--- src/rtl/fir_pkg.sv ---
// rtl/fir_pkg.sv - shared types and width helpers for the FIR MAC sequencer
package fir_pkg;

    localparam int DEFAULT_DATA_W = 16;
    localparam int DEFAULT_TAPS   = 8;

    typedef enum logic [1:0] {
        IDLE,
        MAC,
        DRAIN,
        OUT
    } state_e;

    // Full product plus enough headroom to sum TAPS of them without overflow.
    function automatic int acc_width(input int data_w, input int taps);
        return 2 * data_w + $clog2(taps);
    endfunction

endpackage

--- src/rtl/fir_mac_sequencer_if.sv ---
// rtl/fir_mac_sequencer_if.sv - sample, result and coefficient ports of the FIR engine
interface fir_mac_sequencer_if
    import fir_pkg::*;
#(
    parameter int DATA_W = DEFAULT_DATA_W,
    parameter int TAPS   = DEFAULT_TAPS
);
    localparam int ACC_W = acc_width(DATA_W, TAPS);
    localparam int AW    = $clog2(TAPS);

    logic                     in_valid;
    logic                     in_ready;
    logic signed [DATA_W-1:0] in_data;
    logic                     out_valid;
    logic                     out_ready;
    logic signed [ACC_W-1:0]  out_data;
    logic                     coef_we;
    logic [AW-1:0]            coef_addr;
    logic signed [DATA_W-1:0] coef_wdata;
    logic                     coef_err;
    logic                     flush;
    logic                     busy;

    modport master (
        output in_valid, in_data, out_ready, coef_we, coef_addr, coef_wdata, flush,
        input  in_ready, out_valid, out_data, coef_err, busy
    );

    modport slave (
        input  in_valid, in_data, out_ready, coef_we, coef_addr, coef_wdata, flush,
        output in_ready, out_valid, out_data, coef_err, busy
    );

endinterface

--- src/rtl/fir_sample_ring.sv ---
// rtl/fir_sample_ring.sv - sample delay line with write pointer and tap read port
module fir_sample_ring #(
    parameter  int DATA_W = 16,
    parameter  int TAPS   = 8,
    localparam int AW     = $clog2(TAPS)
) (
    input  logic                     clk,
    input  logic                     rst,
    input  logic                     wr_en,
    input  logic signed [DATA_W-1:0] wr_data,
    input  logic                     advance,
    input  logic                     flush,
    input  logic [AW-1:0]            rd_k,
    output logic signed [DATA_W-1:0] rd_data
);

    logic signed [DATA_W-1:0] ring_q [TAPS];
    logic signed [DATA_W-1:0] ring_d [TAPS];
    logic [AW-1:0]            wr_ptr_q, wr_ptr_d;
    logic [AW:0]              rd_idx;

    // x[n-k] lives k slots behind the newest sample; wrap without relying on 2^AW == TAPS.
    assign rd_idx  = (wr_ptr_q >= rd_k) ? ({1'b0, wr_ptr_q} - {1'b0, rd_k})
                                        : ({1'b0, wr_ptr_q} + (AW+1)'(TAPS) - {1'b0, rd_k});
    assign rd_data = ring_q[rd_idx[AW-1:0]];

    always_comb begin
        ring_d   = ring_q;
        wr_ptr_d = wr_ptr_q;
        if (flush) begin
            for (int i = 0; i < TAPS; i++) ring_d[i] = '0;
            wr_ptr_d = '0;
        end else begin
            if (wr_en) ring_d[wr_ptr_q] = wr_data;
            if (advance) wr_ptr_d = (wr_ptr_q == AW'(TAPS - 1)) ? '0 : wr_ptr_q + 1'b1;
        end
    end

    always_ff @(posedge clk or posedge rst) begin
        if (rst) begin
            for (int i = 0; i < TAPS; i++) ring_q[i] <= '0;
            wr_ptr_q <= '0;
        end else begin
            ring_q   <= ring_d;
            wr_ptr_q <= wr_ptr_d;
        end
    end

endmodule

--- src/rtl/fir_mac_sequencer.sv ---
// rtl/fir_mac_sequencer.sv - time-multiplexed FIR engine, one multiply-accumulate per tap per cycle
module fir_mac_sequencer
    import fir_pkg::*;
#(
    parameter int DATA_W = DEFAULT_DATA_W,
    parameter int TAPS   = DEFAULT_TAPS
) (
    input logic                clk,
    input logic                rst,
    fir_mac_sequencer_if.slave bus
);

    localparam int ACC_W = acc_width(DATA_W, TAPS);
    localparam int AW    = $clog2(TAPS);
    localparam int PW    = 2 * DATA_W;

    state_e                   state_q, state_d;
    logic [AW-1:0]            k_q, k_d;
    logic signed [ACC_W-1:0]  acc_q, acc_d;
    logic signed [ACC_W-1:0]  out_data_q, out_data_d;
    logic signed [PW-1:0]     prod_q, prod_d;
    logic                     out_valid_q, out_valid_d;
    logic                     coef_err_q, coef_err_d;
    logic signed [DATA_W-1:0] coef_q [TAPS];
    logic signed [DATA_W-1:0] coef_d [TAPS];

    logic                     accept;
    logic                     coef_ok;
    logic                     idle;
    logic signed [DATA_W-1:0] tap_sample;
    logic signed [PW-1:0]     tap_ext, coef_ext;
    logic signed [ACC_W-1:0]  acc_sum;

    fir_sample_ring #(
        .DATA_W(DATA_W),
        .TAPS  (TAPS)
    ) u_ring (
        .clk    (clk),
        .rst    (rst),
        .wr_en  (accept),
        .wr_data(bus.in_data),
        .advance(state_q == DRAIN),
        .flush  (idle && bus.flush),
        .rd_k   (k_q),
        .rd_data(tap_sample)
    );

    assign idle     = (state_q == IDLE);
    assign accept   = bus.in_valid && bus.in_ready;
    assign coef_ok  = bus.coef_we && idle && ({1'b0, bus.coef_addr} < (AW+1)'(TAPS));
    assign tap_ext  = PW'(tap_sample);
    assign coef_ext = PW'(coef_q[k_q]);
    assign acc_sum  = acc_q + ACC_W'(prod_q);

    assign bus.in_ready  = idle && !bus.flush;
    assign bus.out_valid = out_valid_q;
    assign bus.out_data  = out_data_q;
    assign bus.coef_err  = coef_err_q;
    assign bus.busy      = !idle;

    always_comb begin
        state_d     = state_q;
        k_d         = k_q;
        acc_d       = acc_q;
        prod_d      = prod_q;
        out_valid_d = out_valid_q;
        out_data_d  = out_data_q;
        coef_d      = coef_q;
        coef_err_d  = bus.coef_we && !coef_ok;

        // Lands before the MAC reads it, so a same-cycle accept sees the new coefficient.
        if (coef_ok) coef_d[bus.coef_addr] = bus.coef_wdata;

        case (state_q)
            IDLE: begin
                if (accept) begin
                    acc_d   = '0;
                    k_d     = '0;
                    state_d = MAC;
                end
            end
            MAC: begin
                prod_d = tap_ext * coef_ext;
                // prod_q still holds the previous sample's last product on k=0.
                if (k_q != '0) acc_d = acc_sum;
                if (k_q == AW'(TAPS - 1)) state_d = DRAIN;
                else                      k_d     = k_q + 1'b1;
            end
            DRAIN: begin
                acc_d       = acc_sum;
                out_data_d  = acc_sum;
                out_valid_d = 1'b1;
                state_d     = OUT;
            end
            OUT: begin
                if (bus.out_ready) begin
                    out_valid_d = 1'b0;
                    state_d     = IDLE;
                end
            end
            default: state_d = IDLE;
        endcase
    end

    always_ff @(posedge clk or posedge rst) begin
        if (rst) begin
            state_q     <= IDLE;
            k_q         <= '0;
            acc_q       <= '0;
            prod_q      <= '0;
            out_valid_q <= 1'b0;
            out_data_q  <= '0;
            coef_err_q  <= 1'b0;
            for (int i = 0; i < TAPS; i++) coef_q[i] <= '0;
        end else begin
            state_q     <= state_d;
            k_q         <= k_d;
            acc_q       <= acc_d;
            prod_q      <= prod_d;
            out_valid_q <= out_valid_d;
            out_data_q  <= out_data_d;
            coef_err_q  <= coef_err_d;
            coef_q      <= coef_d;
        end
    end

endmodule

--- src/flat_wrapper.sv ---
// flat-port wrapper written by rule: the top's interface ports become plain ports
module fir_mac_sequencer_flat import fir_pkg::*;
#(
    parameter int DATA_W = DEFAULT_DATA_W,
    parameter int TAPS   = DEFAULT_TAPS
)
  (clk, rst, bus_in_valid, bus_in_data, bus_out_ready, bus_coef_we, bus_coef_addr, bus_coef_wdata, bus_flush, bus_in_ready, bus_out_valid, bus_out_data, bus_coef_err, bus_busy);
  fir_mac_sequencer_if #(.DATA_W(DATA_W), .TAPS(TAPS)) bus_i ();
  input logic clk;
  input logic rst;
  input wire logic [$bits(bus_i.in_valid)-1:0] bus_in_valid;
  input wire logic [$bits(bus_i.in_data)-1:0] bus_in_data;
  input wire logic [$bits(bus_i.out_ready)-1:0] bus_out_ready;
  input wire logic [$bits(bus_i.coef_we)-1:0] bus_coef_we;
  input wire logic [$bits(bus_i.coef_addr)-1:0] bus_coef_addr;
  input wire logic [$bits(bus_i.coef_wdata)-1:0] bus_coef_wdata;
  input wire logic [$bits(bus_i.flush)-1:0] bus_flush;
  output wire logic [$bits(bus_i.in_ready)-1:0] bus_in_ready;
  output wire logic [$bits(bus_i.out_valid)-1:0] bus_out_valid;
  output wire logic [$bits(bus_i.out_data)-1:0] bus_out_data;
  output wire logic [$bits(bus_i.coef_err)-1:0] bus_coef_err;
  output wire logic [$bits(bus_i.busy)-1:0] bus_busy;
  assign bus_i.in_valid = bus_in_valid;
  assign bus_i.in_data = bus_in_data;
  assign bus_i.out_ready = bus_out_ready;
  assign bus_i.coef_we = bus_coef_we;
  assign bus_i.coef_addr = bus_coef_addr;
  assign bus_i.coef_wdata = bus_coef_wdata;
  assign bus_i.flush = bus_flush;
  assign bus_in_ready = bus_i.in_ready;
  assign bus_out_valid = bus_i.out_valid;
  assign bus_out_data = bus_i.out_data;
  assign bus_coef_err = bus_i.coef_err;
  assign bus_busy = bus_i.busy;
  fir_mac_sequencer #(.DATA_W(DATA_W), .TAPS(TAPS)) u_core (.clk(clk), .rst(rst), .bus(bus_i));
endmodule
--- config.mk ---
export PLATFORM = sky130hd
export DESIGN_NAME = fir_mac_sequencer_flat
export DESIGN_NICKNAME = d
export VERILOG_FILES = /design/src/rtl/fir_pkg.sv /design/src/rtl/fir_mac_sequencer_if.sv /design/src/rtl/fir_sample_ring.sv /design/src/rtl/fir_mac_sequencer.sv /design/src/flat_wrapper.sv
export SDC_FILE = /design/constraint.sdc
export NUM_CORES = 2
export LEC_CHECK = 0
export BUFFER_PORTS_ARGS = -buffer_cell sky130_fd_sc_hd__buf_2
export CAP_MARGIN = 20
export CORE_MARGIN = 10
export CORE_UTILIZATION = 40
export CTS_CLUSTER_DIAMETER = 150
export CTS_CLUSTER_SIZE = 28
export DETAILED_ROUTE_END_ITERATION = 8
export PLACE_DENSITY = 0.56
export SLEW_MARGIN = 20
export SYNTH_ARGS = -nofsm -noshare
export SYNTH_HDL_FRONTEND = slang
export SYNTH_HIERARCHICAL = 1
export SYNTH_SLANG_ARGS = --single-unit
export TNS_END_PERCENT = 30
--- constraint.sdc ---
create_clock -name clk -period 9.35 [get_ports clk]
set_input_delay 1.87 -clock clk [delete_from_list [all_inputs] [get_ports clk]]
set_output_delay 1.87 -clock clk [all_outputs]
set_load 0.02 [all_outputs]
Yosys cells after proc, flatten, opt, wreduce, memory -nomap -nowiden
Index checks and enable logic that the tools add are counted.

storage, ports and cells
  bits in registers = 368
  bits of input ports = 41
  logic and storage cells = 103

operators by class
  add/subtract/negate cells = 6
  multipliers = 1
  order comparisons = 7
  equality and inequality tests = 10
  multiplexer cells = 30
  bitwise logic cells = 4
  reduce and logical (&&, ||, !) cells = 21

operator list
  cell                   count
  $bwmux W128            2
  $mux W128              2
  $pmux W35 S3           1
  $bmux W16 S3           2
  $demux W16 S3          2
  $mux W16               6
  $mux W35               2
  $add A35 B32 Y35       1
  $mul A16 B16 Y32       1
  $mux W3                6
  $ge A4 B4 Y1 const B   4
  $not A3 Y4             4
  $add A3 B1 Y3 const B  3
  $reduce_and A3 Y1      3
  $lt A4 B1 Y1 const B   2
  $pmux W2 S4            1
  $reduce_bool A2 Y1     4
  $logic_and A1 B1 Y1    7
  $eq A3 B3 Y1 const B   2
  $mux W2                3
  $ne A2 B1 Y1 const B   3
  $pmux W3 S2            1
  $reduce_bool A3 Y1     2
  $sub A3 B3 Y3          2
  other kinds (9)        13

Logic depth before layout (Yosys ltp)
  depth after elaboration = 8
  depth in mapped cells = 34
  depth with buffers taken out = 30

Cells and area by module
Netlist, hierarchy kept.

by module, submodules not included
  module             instances  cells an instance  area an instance (µm²)  seq. area each (µm²)
  fir_mac_sequencer  1          2025               21555.7                 5930.7
  fir_sample_ring    1          668                6520.0                  3278.1

Worst setup path before layout
No wires, ideal clock.

  path type = reg2reg
  from = reg u_core.u_ring.wr_ptr_q[0]
  to = reg u_core.prod_q[28]
  setup time = 126 ps
  arrival time = 8336 ps
  required time = 9224 ps
  slack = 888 ps
  cell stages (with the launch flop) = 33
  path buffers = 5
  period minus slack after synthesis = 8462 ps
  cell sequence = dfrtp_1 -> clkbuf_2 -> buf_2 -> inv_1 -> ha_1 -> inv_1 -> fa_1 -> clkbuf_1 -> mux4_2 -> mux2_2 -> clkbuf_1 -> nand2_1 -> inv_1 -> fa_1 -> fa_1 -> inv_1 -> fa_1 -> fa_1 -> inv_1 -> fa_1 -> inv_1 -> fa_1 -> inv_1 -> ha_1 -> clkbuf_1 -> a21o_1 -> nand2_1 -> nand2_1 -> a21oi_1 -> inv_1 -> or3_2 -> o2111a_1 -> a221o_1

between the ends
  word-level cells in the longest chain between the ends = 8
  elaborated cells between the ends (all ways) = 10

ends and longest elaborated chain
  what                                              line                      RTL
  start, declared                                   fir_sample_ring.sv:19     logic [AW-1:0] wr_ptr_q, wr_ptr_d;
  start signal, assigned                            fir_sample_ring.sv:45     wr_ptr_q <= wr_ptr_d;
  $add A3 B1 Y3                                     fir_sample_ring.sv:24     : ({1'b0, wr_ptr_q} + (AW+1)'(TAPS) - {1'b0, rd_k});
  $sub A3 B3 Y3                                     fir_sample_ring.sv:24
  $mux W3 (*)                                       fir_sample_ring.sv:23     assign rd_idx = (wr_ptr_q >= rd_k) ? ({1'b0, wr_ptr_q} - {1'b0, rd_k})
  $not A3 Y4 (implied by the code) (*)              fir_sample_ring.sv:25     assign rd_data = ring_q[rd_idx[AW-1:0]];
  $bmux W16 S3 (*)                                  fir_sample_ring.sv:25
  $mux W16 (implied by the code) (*) (2 in series)  fir_sample_ring.sv:25
  via u_core.tap_sample[15]                         fir_mac_sequencer.sv:30   logic signed [DATA_W-1:0] tap_sample;
  $mul A16 B16 Y32 (*)                              fir_mac_sequencer.sv:83   prod_d = tap_ext * coef_ext;
  end signal, assigned                              fir_mac_sequencer.sv:119  prod_q <= prod_d;
  end, declared                                     fir_mac_sequencer.sv:21   logic signed [PW-1:0] prod_q, prod_d;

Mark *: on every way through the listed nets, which the timed path passes. The rest lies on a longest branch. The select of a mux whose other input is x is not followed.
A chain may end at the register's enable or synchronous reset.

Worst setup path in the final report
  from = reg u_core.u_ring.wr_ptr_q[0]
  to = reg u_core.prod_q[31]

Same word-level chain as after synthesis.

==> flow_summary.ini <==
[outcome]
status = finished, final reports clean

[die]
die_area_um2 = 81200
pin_count = 80
fp.dieW_um = 285
core_um2 = 69800
die_h_um = 285
start_util = 0.402
std_cell_rows = 97

[critical_path]
critPathMaxFanout = 20
cp-start-kind = flop
worstPathArrival_ns = 9.16
r2r_cells = 25
endpoint_kind = flop
path_common_cell = fa_1
cp_top_family = adder cells
path_buf_inv = 6
crit_cells = 25
crit_slowest_cell = dfrtp_1
cpPeakStageDelay_ns = 0.74
worstPathRequired_ns = 9.85
critPathKind = reg2reg

[global_routing]
use_met2 = 0.294
grt_overflow = 0
grt_use_total = 0.170
first_global_vias = 20499
use_met1 = 0.224
grt_max_degree = 150
busiest_layer = met2
antenna_found_initial = 6
gr-usage-met3 = 0.0231
grt_pass1_wl_um = 112000

[min_path]
min_path_cells = 2
min_path_type = reg2reg

[timing]
fin_crit_sh = 0.926
slew_viol_final = 0
final-hold-violation-count = 0
setup_viol = 0
rsz0062_at_grt = no
worst_pin_slew_ns = 1.15
fin_crit_ns = 8.66
skew_ns = 0.0243
fmax_mhz = 115
setup_tns_ns = 0
max_slew_margin = 0.227

[synth]
synth.area.top_cells = dfrtp_1, fa_1, mux2_2
synth_simple_gate_area_frac = 0.127
synth.largest_area_cell = dfrtp_1
synthCells = 2693
synth_flop_cell = dfrtp_1
yosys.area.top_type_share = 0.328
yosys_warnings = 6
async_reset_ff_frac = 1.00
muxShareOfSynthArea = 0.131
synthDistinctLibCells = 84
netlist_area_um2 = 28100
synth_area_per_cell_um2 = 10.4
synth_compound_area_frac = 0.0836
synthAdderAreaFrac = 0.245
ys_seq_area_frac = 0.328
synth_xor_area_frac = 0.0163
synth_nets = 3125
synth-seq-cells = 368
synth_edf_count = 0
synth_top_family_by_area = adder cells

[clock_network]
clk_pin_slew_ns = 0.12
worst_skew_pair.late_latency_ns = 0.55
clk_path_buf_depth = 3
cts_buffers = 17
cts_htree_levels = 1
hold_buffers = 0
root_buffer = clkbuf_16
cts_tree = done
postCtsResizedCells = 0
clock_sinks = 368
cts_setup_buffers = 0

[finish]
area_delta_synth_final_pct = 6.32
drive_gt1_frac = 0.155
final_common_cell = nand2_1
mostFrequentLayoutCells = nand2_1, dfrtp_1, inv_1
fillers = 6652
nets = 3119

[pwr]
seqPwrFrac = 0.234
finalPower_mw = 10.3
clock_power_share = 0.084
p_comb_frac = 0.681
p_switching_mw = 4.98
peakVddDrop_uv = 210
power.leakage_nw = 14.1
switching_share = 0.482
intPower_mw = 5.36
power.density_nw_per_um2 = 346

[drt]
via_count = 19107
wire_per_inst_um = 19.0
drc_errors = 0
drt_wl_total_um = 69200
drtIter0Drc = 1233
drt_first_pass_iters = 5
final_antenna_net_count = 0
vias_per_cell = 5.26

[placed_design]
gp_routability_congestion = 0.851
io_buffers = 79
dpl.hpwl_um = 49900

[run]
max-cap-violations = 0
## power by group through the flow
stage	registers [mW]	logic (mW)	clock network [mW]
2_1_floorplan	2.43	5.24	0
3_3_place_gp	2.43	6.99	0
3_5_place_dp	2.46	7.10	0
4_1_cts	2.43	7.13	0.907
5_1_grt	2.49	7.90	0.958
6_report	2.42	7.04	0.873
## cells in the mapped netlist (all sizes together) (15+ instances only)
cell type and n:
nor2 60, dfrtp 368, inv 342, a21oi 182, a22o 26, nor3 18, o21a 16, nand3 15
buf 38, ha 127, nand2b 28, nand2 449, mux4 64, mux2 182, nor2b 85, a21o 28
clkbuf 107, o21ai 40, and2 53, fa 264, xnor2 39
## sequential cells by signal, indices dropped and copies added, names as in the netlist
signal,cells
u_core/k_q,3
u_core/bus.out_valid,1
u_core/u_ring/ring_q,128
u_core/coef_q,128
u_core/bus.coef_err,1
u_core/acc_q,35
u_core/bus.out_data,35
u_core/state_q,2
u_core/u_ring/wr_ptr_q,3
u_core/prod_q,32
## layout make-up
type / instances / area, µm² / share of cell area
Sequential cell: 368 / 9210 / 0.309
Multi-Input combinational cell: 1837 / 16900 / 0.568
Inverter: 343 / 1300 / 0.0435
Antenna cell: 3 / 7.51 / 0.000251
Timing Repair Buffer: 120 / 743 / 0.0249
Clock buffer: 19 / 433 / 0.0145
Clock inverter: 2 / 38.8 / 0.00130
Tap cell: 940 / 1180 / 0.0394
## worst register-to-register path, stage by stage (launching register included)
cell      delay, ns
dfrtp_1        0.74
inv_1          0.11
ha_2           0.58
buf_12         0.25
mux4_2         0.54
mux2_4         0.37
and2_1         0.19
fa_1           0.54
inv_1          0.06
fa_1           0.49
fa_1           0.52
inv_1          0.07
fa_1           0.49
fa_1           0.49
inv_1          0.05
fa_1           0.54
inv_1          0.06
ha_1           0.34
a222oi_1       0.32
nand2_1        0.12
o22ai_1        0.19
a211oi_1       0.13
a221oi_2       0.49
o21ai_0        0.29
or4_1          0.55
nand3b_1       0.10
## per-layer routing
metal | routed length, µm | part of all wire | vias to the layer above
met5 | 45 | 0.00065 | -
met1 | 29800 | 0.43 | 9858
met3 | 3530 | 0.051 | 79
met2 | 34400 | 0.50 | 390
met4 | 1380 | 0.020 | 8
li1 | - | - | 8772
## kinds of logic after synthesis
| group | after synthesis |
|---|---|
| simple gates | 765 |
| buf+inv | 488 |
| flops | 368 |
| mux | 260 |
| fa+ha+maj | 391 |
| xor+xnor | 48 |
| compound gates | 373 |
## metrics by stage
| step | cells | hold slack, ns | worst slack, ns | utilization | area [µm²] |
|---|---|---|---|---|---|
| CTS | 3627 | 0.507 | 0.733 | 0.427 | 29800 |
| detailed placement | 3606 | 0.479 | 0.758 | 0.420 | 29300 |
| global route | 3630 | 0.524 | 0.254 | 0.428 | 29800 |
| finish | 3632 | 0.499 | 0.692 | 0.428 | 29800 |
| floorplan | 2693 | 0.450 | 0.888 | - | 28100 |
| global placement | 3606 | 0.473 | 0.890 | 0.420 | 29300 |
## worst paths after layout
check	slack [ns]	to	start
max	0.69	u_core/prod_q[31]	u_core/u_ring/wr_ptr_q[0]
min	0.50	u_core/acc_q[21]	u_core/acc_q[21]
max reg2reg	0.69	u_core/prod_q[31]	u_core/u_ring/wr_ptr_q[0]
min reg2reg	0.50	u_core/acc_q[21]	u_core/acc_q[21]
max in group asynchronous	6.38	u_core/u_ring/ring_q[86]	rst
min in group asynchronous	1.43	u_core/coef_q[5]	rst
Power figures use the tool's default switching activity.
